<file path="src/rtl/mips_pkg.sv">
// Shared constants and types for the MIPS pipeline control blocks.
package mips_pkg;

  localparam logic [2:0] WB_ALU = 3'b000;
  localparam logic [2:0] WB_MEM = 3'b001;
  localparam logic [2:0] WB_PC8 = 3'b010;
  localparam logic [2:0] WB_HI  = 3'b100;
  localparam logic [2:0] WB_LO  = 3'b101;

  localparam logic [1:0] FWD_RF = 2'b00;
  localparam logic [1:0] FWD_W  = 2'b01;
  localparam logic [1:0] FWD_M  = 2'b10;

  typedef enum logic {
    MULT_IDLE = 1'b0,
    MULT_BUSY = 1'b1
  } multState_t;

  // Memory stage wins over Writeback; r0 is hard-wired and never forwarded.
  function automatic logic [1:0] fwdSel(
    input logic       regWriteM,
    input logic [4:0] writeRegM,
    input logic       regWriteW,
    input logic [4:0] writeRegW,
    input logic [4:0] src
  );
    if (regWriteM && writeRegM == src && writeRegM != 5'd0)
      return FWD_M;
    else if (regWriteW && writeRegW == src && writeRegW != 5'd0)
      return FWD_W;
    else
      return FWD_RF;
  endfunction

endpackage

</file>
<file path="src/rtl/hazard_unit_if.sv">
// Stage-to-hazard-unit bundle: register specifiers and writeback controls in, pipeline controls out.
interface hazard_unit_if #(
  parameter int CNT_W = 32
);
  logic [4:0]       rsD;
  logic [4:0]       rtD;
  logic             branchD;
  logic             multstartD;
  logic [2:0]       WBSrcD;
  logic [4:0]       rsE;
  logic [4:0]       rtE;
  logic [4:0]       WriteRegE;
  logic             RegWriteE;
  logic [2:0]       WBSrcE;
  logic             MultStartE;
  logic             MultDoneE;
  logic [4:0]       WriteRegM;
  logic             RegWriteM;
  logic [2:0]       WBSrcM;
  logic [4:0]       WriteRegW;
  logic             RegWriteW;

  logic             stallF;
  logic             stallD;
  logic             flushE;
  logic [1:0]       forwardAD;
  logic [1:0]       forwardBD;
  logic [1:0]       forwardAE;
  logic [1:0]       forwardBE;
  logic             mult_busy;
  logic             mult_timeout;
  logic [CNT_W-1:0] stall_cycles;

  modport master (
    output rsD, rtD, branchD, multstartD, WBSrcD,
           rsE, rtE, WriteRegE, RegWriteE, WBSrcE, MultStartE, MultDoneE,
           WriteRegM, RegWriteM, WBSrcM, WriteRegW, RegWriteW,
    input  stallF, stallD, flushE, forwardAD, forwardBD, forwardAE, forwardBE,
           mult_busy, mult_timeout, stall_cycles
  );

  modport slave (
    input  rsD, rtD, branchD, multstartD, WBSrcD,
           rsE, rtE, WriteRegE, RegWriteE, WBSrcE, MultStartE, MultDoneE,
           WriteRegM, RegWriteM, WBSrcM, WriteRegW, RegWriteW,
    output stallF, stallD, flushE, forwardAD, forwardBD, forwardAE, forwardBE,
           mult_busy, mult_timeout, stall_cycles
  );
endinterface

</file>
<file path="src/rtl/hazard_unit_mult.sv">
// Multiplier busy tracker: IDLE/BUSY FSM with saturating watchdog and sticky timeout flag.
// Latency: busy registered one cycle after start; done releases in the same cycle.
// Backpressure: none; starts while busy are ignored since Decode is held upstream.
module mult_tracker
  import mips_pkg::*;
#(
  parameter int MULT_TIMEOUT = 64
) (
  input  logic clk,
  input  logic rst,
  input  logic MultStartE,
  input  logic MultDoneE,
  output logic multBusy,
  output logic multTimeout
);

  localparam int              WD_W    = $clog2(MULT_TIMEOUT) + 1;
  localparam logic [WD_W-1:0] WD_LAST = WD_W'(MULT_TIMEOUT - 1);
  localparam logic [WD_W-1:0] WD_MAX  = '1;

  multState_t      state, stateNext;
  logic [WD_W-1:0] wdCnt, wdNext;
  logic            timeoutHit;

  always_ff @(posedge clk) begin
    if (rst) begin
      state       <= MULT_IDLE;
      wdCnt       <= '0;
      multTimeout <= 1'b0;
    end else begin
      state <= stateNext;
      wdCnt <= wdNext;
      if (timeoutHit)
        multTimeout <= 1'b1;
    end
  end

  always_comb begin
    stateNext  = state;
    wdNext     = wdCnt;
    timeoutHit = 1'b0;
    case (state)
      MULT_IDLE: begin
        if (MultStartE && !MultDoneE) begin
          stateNext = MULT_BUSY;
          wdNext    = '0;
        end
      end
      MULT_BUSY: begin
        if (MultDoneE) begin
          stateNext = MULT_IDLE;
        end else if (wdCnt == WD_LAST) begin
          stateNext  = MULT_IDLE;
          timeoutHit = 1'b1;
        end else if (wdCnt != WD_MAX) begin
          wdNext = wdCnt + 1'b1;
        end
      end
      default: stateNext = MULT_IDLE;
    endcase
  end

  // Busy is masked during reset so the stall path sees IDLE immediately.
  assign multBusy = (state == MULT_BUSY) && !rst;

endmodule

</file>
<file path="src/rtl/hazard_unit.sv">
// Pipeline hazard controller: forwarding selects, load/branch/multiply stalls, stall counter.
// Latency: all stall/flush/forward outputs combinational (zero cycles).
// Backpressure: stallF/stallD hold the front end; flushE bubbles Execute.
module hazard_unit
  import mips_pkg::*;
#(
  parameter int MULT_TIMEOUT = 64,
  parameter int CNT_W        = 32
) (
  input  logic          clk,
  input  logic          rst,
  hazard_unit_if.slave  hu
);

  logic             multBusy;
  logic             multTimeout;
  logic             lwStall;
  logic             branchStall;
  logic             multStall;
  logic             stall;
  logic             hitE;
  logic             hitM;
  logic [CNT_W-1:0] stallCnt;

  mult_tracker #(
    .MULT_TIMEOUT (MULT_TIMEOUT)
  ) u_mult (
    .clk         (clk),
    .rst         (rst),
    .MultStartE  (hu.MultStartE),
    .MultDoneE   (hu.MultDoneE),
    .multBusy    (multBusy),
    .multTimeout (multTimeout)
  );

  always_comb begin
    hitE = hu.WriteRegE != 5'd0 && (hu.WriteRegE == hu.rsD || hu.WriteRegE == hu.rtD);
    hitM = hu.WriteRegM != 5'd0 && (hu.WriteRegM == hu.rsD || hu.WriteRegM == hu.rtD);

    lwStall     = (hu.WBSrcE == WB_MEM) && hitE;
    branchStall = hu.branchD && ((hu.RegWriteE && hitE) || (hu.WBSrcM == WB_MEM && hitM));
    multStall   = multBusy && !hu.MultDoneE &&
                  (hu.multstartD || hu.WBSrcD == WB_HI || hu.WBSrcD == WB_LO);
    stall       = !rst && (lwStall || branchStall || multStall);
  end

  // Decode only takes M-stage forwards; W results arrive via register-file write-through.
  always_comb begin
    hu.forwardAE = FWD_RF;
    hu.forwardBE = FWD_RF;
    hu.forwardAD = FWD_RF;
    hu.forwardBD = FWD_RF;
    if (!rst) begin
      hu.forwardAE = fwdSel(hu.RegWriteM, hu.WriteRegM, hu.RegWriteW, hu.WriteRegW, hu.rsE);
      hu.forwardBE = fwdSel(hu.RegWriteM, hu.WriteRegM, hu.RegWriteW, hu.WriteRegW, hu.rtE);
      hu.forwardAD = fwdSel(hu.RegWriteM, hu.WriteRegM, 1'b0, 5'd0, hu.rsD);
      hu.forwardBD = fwdSel(hu.RegWriteM, hu.WriteRegM, 1'b0, 5'd0, hu.rtD);
    end
  end

  always_ff @(posedge clk) begin
    if (rst)
      stallCnt <= '0;
    else if (stall)
      stallCnt <= stallCnt + 1'b1;
  end

  assign hu.stallF       = stall;
  assign hu.stallD       = stall;
  assign hu.flushE       = stall || rst;
  assign hu.mult_busy    = multBusy;
  assign hu.mult_timeout = multTimeout;
  assign hu.stall_cycles = stallCnt;

endmodule

</file>
<file path="src/flat_wrapper.sv">
// flat-port wrapper written by rule: the top's interface ports become plain ports
module hazard_unit_flat import mips_pkg::*;
#(
  parameter int MULT_TIMEOUT = 64,
  parameter int CNT_W        = 32
)
  (clk, rst, hu_rsD, hu_rtD, hu_branchD, hu_multstartD, hu_WBSrcD, hu_rsE, hu_rtE, hu_WriteRegE, hu_RegWriteE, hu_WBSrcE, hu_MultStartE, hu_MultDoneE, hu_WriteRegM, hu_RegWriteM, hu_WBSrcM, hu_WriteRegW, hu_RegWriteW, hu_stallF, hu_stallD, hu_flushE, hu_forwardAD, hu_forwardBD, hu_forwardAE, hu_forwardBE, hu_mult_busy, hu_mult_timeout, hu_stall_cycles);
  hazard_unit_if #(.CNT_W(CNT_W)) hu_i ();
  input  logic clk;
  input  logic rst;
  input wire logic [$bits(hu_i.rsD)-1:0] hu_rsD;
  input wire logic [$bits(hu_i.rtD)-1:0] hu_rtD;
  input wire logic [$bits(hu_i.branchD)-1:0] hu_branchD;
  input wire logic [$bits(hu_i.multstartD)-1:0] hu_multstartD;
  input wire logic [$bits(hu_i.WBSrcD)-1:0] hu_WBSrcD;
  input wire logic [$bits(hu_i.rsE)-1:0] hu_rsE;
  input wire logic [$bits(hu_i.rtE)-1:0] hu_rtE;
  input wire logic [$bits(hu_i.WriteRegE)-1:0] hu_WriteRegE;
  input wire logic [$bits(hu_i.RegWriteE)-1:0] hu_RegWriteE;
  input wire logic [$bits(hu_i.WBSrcE)-1:0] hu_WBSrcE;
  input wire logic [$bits(hu_i.MultStartE)-1:0] hu_MultStartE;
  input wire logic [$bits(hu_i.MultDoneE)-1:0] hu_MultDoneE;
  input wire logic [$bits(hu_i.WriteRegM)-1:0] hu_WriteRegM;
  input wire logic [$bits(hu_i.RegWriteM)-1:0] hu_RegWriteM;
  input wire logic [$bits(hu_i.WBSrcM)-1:0] hu_WBSrcM;
  input wire logic [$bits(hu_i.WriteRegW)-1:0] hu_WriteRegW;
  input wire logic [$bits(hu_i.RegWriteW)-1:0] hu_RegWriteW;
  output wire logic [$bits(hu_i.stallF)-1:0] hu_stallF;
  output wire logic [$bits(hu_i.stallD)-1:0] hu_stallD;
  output wire logic [$bits(hu_i.flushE)-1:0] hu_flushE;
  output wire logic [$bits(hu_i.forwardAD)-1:0] hu_forwardAD;
  output wire logic [$bits(hu_i.forwardBD)-1:0] hu_forwardBD;
  output wire logic [$bits(hu_i.forwardAE)-1:0] hu_forwardAE;
  output wire logic [$bits(hu_i.forwardBE)-1:0] hu_forwardBE;
  output wire logic [$bits(hu_i.mult_busy)-1:0] hu_mult_busy;
  output wire logic [$bits(hu_i.mult_timeout)-1:0] hu_mult_timeout;
  output wire logic [$bits(hu_i.stall_cycles)-1:0] hu_stall_cycles;
  assign hu_i.rsD = hu_rsD;
  assign hu_i.rtD = hu_rtD;
  assign hu_i.branchD = hu_branchD;
  assign hu_i.multstartD = hu_multstartD;
  assign hu_i.WBSrcD = hu_WBSrcD;
  assign hu_i.rsE = hu_rsE;
  assign hu_i.rtE = hu_rtE;
  assign hu_i.WriteRegE = hu_WriteRegE;
  assign hu_i.RegWriteE = hu_RegWriteE;
  assign hu_i.WBSrcE = hu_WBSrcE;
  assign hu_i.MultStartE = hu_MultStartE;
  assign hu_i.MultDoneE = hu_MultDoneE;
  assign hu_i.WriteRegM = hu_WriteRegM;
  assign hu_i.RegWriteM = hu_RegWriteM;
  assign hu_i.WBSrcM = hu_WBSrcM;
  assign hu_i.WriteRegW = hu_WriteRegW;
  assign hu_i.RegWriteW = hu_RegWriteW;
  assign hu_stallF = hu_i.stallF;
  assign hu_stallD = hu_i.stallD;
  assign hu_flushE = hu_i.flushE;
  assign hu_forwardAD = hu_i.forwardAD;
  assign hu_forwardBD = hu_i.forwardBD;
  assign hu_forwardAE = hu_i.forwardAE;
  assign hu_forwardBE = hu_i.forwardBE;
  assign hu_mult_busy = hu_i.mult_busy;
  assign hu_mult_timeout = hu_i.mult_timeout;
  assign hu_stall_cycles = hu_i.stall_cycles;
  hazard_unit #(.MULT_TIMEOUT(MULT_TIMEOUT), .CNT_W(CNT_W)) u_core (.clk(clk), .rst(rst), .hu(hu_i));
endmodule
</file>
<file path="config.mk">
export PLATFORM = sky130hd
export DESIGN_NAME = hazard_unit_flat
export DESIGN_NICKNAME = d
export VERILOG_FILES = /design/src/rtl/mips_pkg.sv /design/src/rtl/hazard_unit_if.sv /design/src/rtl/hazard_unit_mult.sv /design/src/rtl/hazard_unit.sv /design/src/flat_wrapper.sv
export SDC_FILE = /design/constraint.sdc
export NUM_CORES = 1
export LEC_CHECK = 0
export ABC_AREA = 0
export CELL_PAD_IN_SITES_DETAIL_PLACEMENT = 0
export CELL_PAD_IN_SITES_GLOBAL_PLACEMENT = 1
export CORE_UTILIZATION = 29
export CTS_CLUSTER_DIAMETER = 80
export DETAILED_ROUTE_END_ITERATION = 12
export PLACE_DENSITY_LB_ADDON = 0.12
export SYNTH_ARGS = -nofsm -noshare
export SYNTH_HDL_FRONTEND = slang
export SYNTH_SLANG_ARGS = --single-unit
</file>
<file path="constraint.sdc">
create_clock -name clk -period 2.3 [get_ports clk]
set_input_delay 0.46 -clock clk [delete_from_list [all_inputs] [get_ports clk]]
set_output_delay 0.46 -clock clk [all_outputs]
set_load 0.02 [all_outputs]
</file>
==> results.yml <==
global_route:
  grt_use_met1_pct: 22.9
  grt_overflow_total: 0
  grt_max_degree: 29
  grt_util_met2_pct: 31.5
  globalRouteMet3Util_pct: 3.95
  antenna_found_initial: 0
  grt_first_pass_wirelength_mm: 13.0
  grtUsageTotal_pct: 18.1
  grt_busiest_layer: "met2"
  grt_pass1_vias: 2662
power_and_ir_drop:
  power.density_nw_per_um2: 407
  p_leak_nw: 1.64
  ir_drop_mv: 0.249
setup_path:
  cp-start-kind: "primary input"
  crit_arrival_ns: 1.90
  worstPathCellList: "buf_8, buf_6, xor2_1, nor2_1, a22oi_2, o31ai_4, buf_4, nor2_4, nor2_4, buf_6"
  rr_startpoint: "u_core.hu.stall_cycles[7]$_SDFFE_PP0P_"
  r2r-end: "u_core.hu.stall_cycles[19]$_SDFFE_PP0P_"
  cp_max_fo: 3
  endpoint_kind: "primary output"
  critPathMaxStageDelay_ns: 0.31
  crit_type: "in -> out"
  slowest_stage: "o31ai_4"
  r2r_slack_ns: 0.20
  r2r.worst_path.cells: 8
  worstPathRequired_ns: 1.84
floorplan:
  die-area_um2: 9230
  initial_core_util_pct: 30.6
  die_height_um: 96.1
  coreArea_um2: 8380
  die_w_um: 96.1
  pin_count: 98
  rows: 33
finish:
  design_area_um2: 4280
  syn_to_final_growth_pct: 66.9
  layout-drive-gt1-share_pct: 29.6
  nNetsFinal: 510
  diodes: 0
  fin_cells: 561
synthesis:
  netlist_top_cells_area: "dfxtp_1 32%, xor2_1 14%, nor2_1 4.7%, a21oi_1 4.5%, xnor2_1 4.4%"
  ys_seq_area_share_pct: 32.0
  synthTopCellsByCount: "41 x dfxtp_1, 40 x xor2_1, 32 x nor2_1, 23 x a21oi_1, 14 x nand3_1"
  yosys.area.top_type: "dfxtp_1"
  synth-edff-count: 0
  synth.distinct_cells: 47
  synthArstFlopShare_pct: 0
  syn_avg_cell_area_um2: 8.25
  synth_area_um2: 2570
  ys_warn_count: 0
  yosysMostFrequentCell: "dfxtp_1"
  ys_ff_latch: 41
  synth_ff_type: "dfxtp_1"
  post-synth-top-area-fraction_pct: 32.0
  syn_inst: 311
drt:
  vias: 2736
  via_per_inst: 4.88
  ant_nets: 0
  drt_iter0_markers: 53
  drc_errors: 0
  avgRoutedWirePerCell_um: 14.5
  wirelength_mm: 8.12
  dr.pass1.iters: 5
clock_tree:
  htreeDepth: 2
  cts_num_sinks: 41
  insertion_delay_ns: 0.30
  clkTransAtPathRegs_ns: 0.09
  clockBufferDepth: 2
  cts.hold.buffers_added: 0
  cts_buffers: 5
  ctsRootBufferMaster: "clkbuf_8"
  cts_tree: "done"
sta:
  slew_viol_final: 0
  setup_viol: 2
  final-hold-violation-count: 0
  fin_ws_ns: -0.0592
  fin_crit_ns: 2.36
  hold_slack_ns: 0.461
  min_period_over_period_pct: 103
  rsz0062_at_grt: "yes"
  clock_skew_ns: 0.00422
  clock.fmax_ghz: 0.424
place:
  dpl.cell_count: 542
  gp_congestion: 0.880
  dpl.hpwl_mm: 6.08
  place_area_um2: 3930
  port_buffers: 94
hold_path:
  hp-class: "reg -> reg"
  hp-start: "u_core.u_mult.wdCnt[6]$_SDFFE_PP0P_"
  hold_end: "u_core.u_mult.wdCnt[6]$_SDFFE_PP0P_"
  hold-path-cell-count: 2
outcome:
  run_status: "finished with violations"
  violations: "negative setup slack"
job:
  cap_violations: 0
registers in the layout (all words and copies together), names as in the netlist:
name and cells:
u_core.u_mult.wdCnt 7, u_core.u_mult.state 1, u_core.hu.stall_cycles 32, u_core.u_mult.multTimeout 1
worst max-delay path by stage:
stage                    start         to  depth (start not counted)
2_1_floorplan  hu_WriteRegM[3]  hu_stallF                          9
3_3_place_gp   hu_WriteRegE[3]  hu_flushE                          6
3_5_place_dp   hu_WriteRegE[3]  hu_flushE                          6
4_1_cts        hu_WriteRegE[3]  hu_flushE                          6
5_1_grt        hu_WriteRegE[3]  hu_stallD                         10
6_report       hu_WriteRegE[3]  hu_stallD                         10
where the power goes:
part | switching [mW] | internal, mW | leakage [nW]
registers | 0.00244 | 0.712 | 0.330
logic | 0.145 | 0.168 | 1.24
clock network | 0.280 | 0.437 | 0.0687
per-layer routing:
| layer | vias up | wire length [um] |
|---|---|---|
| met2 | 64 | 4050 |
| met5 | - | 0 |
| li1 | 1390 | - |
| met1 | 1278 | 3630 |
| met4 | 0 | 68 |
| met3 | 4 | 380 |
cells in the final DEF, fill, tap and decap left out, types with 3 or more instances in the layout:
cell type        netlist  routed
nor3_2                 2       3
inv_1                  5       5
xor2_1                40      38
a21oi_2                1       4
or4_4                  1       4
clkdlybuf4s50_1        0      44
a21oi_1               23      19
nor4_2                 0       4
buf_4                  4      54
o31ai_1                7       7
o21ai_0               12      11
buf_2                  7      12
buf_6                  1      18
or4_1                  9       6
dfxtp_1               41      41
and3_1                 6       6
nand2_1               13      13
nor2_1                32      29
xnor2_1               13      13
clkbuf_2               0       4
o2111ai_1              6       5
nor3_1                 8       7
o21ai_1                4       3
nand3_1               14      13
clkbuf_8               0       5
or3_1                 13      11
nor2_4                 0       3
dlygate4sd2_1          0      18
nand4_1                4       4
and4_1                 5       5
o21ai_4                1       4
cells by family after synthesis:
logic type	share of synthesized area [%]
AND/OR/NAND/NOR	26.6
AO/OA/AOI/OAI	16.2
XOR/XNOR	18.1
flip-flops	32.0
buffers and inverters	4.73
multiplexers	1.27
adder cells (fa/ha/maj)	0.975
other	0.146
critical path: cells and delay by family:
family	cells	cell delay [ns]
compound gates	2	0.43
xor+xnor	1	0.15
buf+inv	4	0.51
simple gates	3	0.34
through the flow:
step           util [%]  total power, mW  setup slack (ns)  setup TNS [ns]
2_1_floorplan         -            0.861           -0.0325         -0.0325
3_3_place_gp       46.9             1.03            -0.857          -21.83
3_5_place_dp       46.9             1.03            -0.884          -23.59
4_1_cts            50.1             1.75           -0.0518         -0.0518
5_1_grt            51.1             1.81            -0.129          -0.477
6_report           51.1             1.75           -0.0592          -0.116
repair_timing:
action | 4_1_cts | 5_1_grt
gates resized for setup | 165 | 28
pin swaps | 38 | 21
gates cloned | 1 | 0
endpoints found under the setup margin | 32 | 24
hold endpoints to repair | 0 | 0
setup buffers | 7 | 3
area by class of cell:
cell class                      instances  area, um2
Fill cell                             807       4100
Multi-Input combinational cell        247       1830
Timing Repair Buffer                  155       1350
Sequential cell                        41        821
Tap cell                              105        131
Clock buffer                            5       68.8
Clock inverter                          3       68.8
Inverter                                5       18.8
Note: power is estimated with default switching activity, not from simulation.
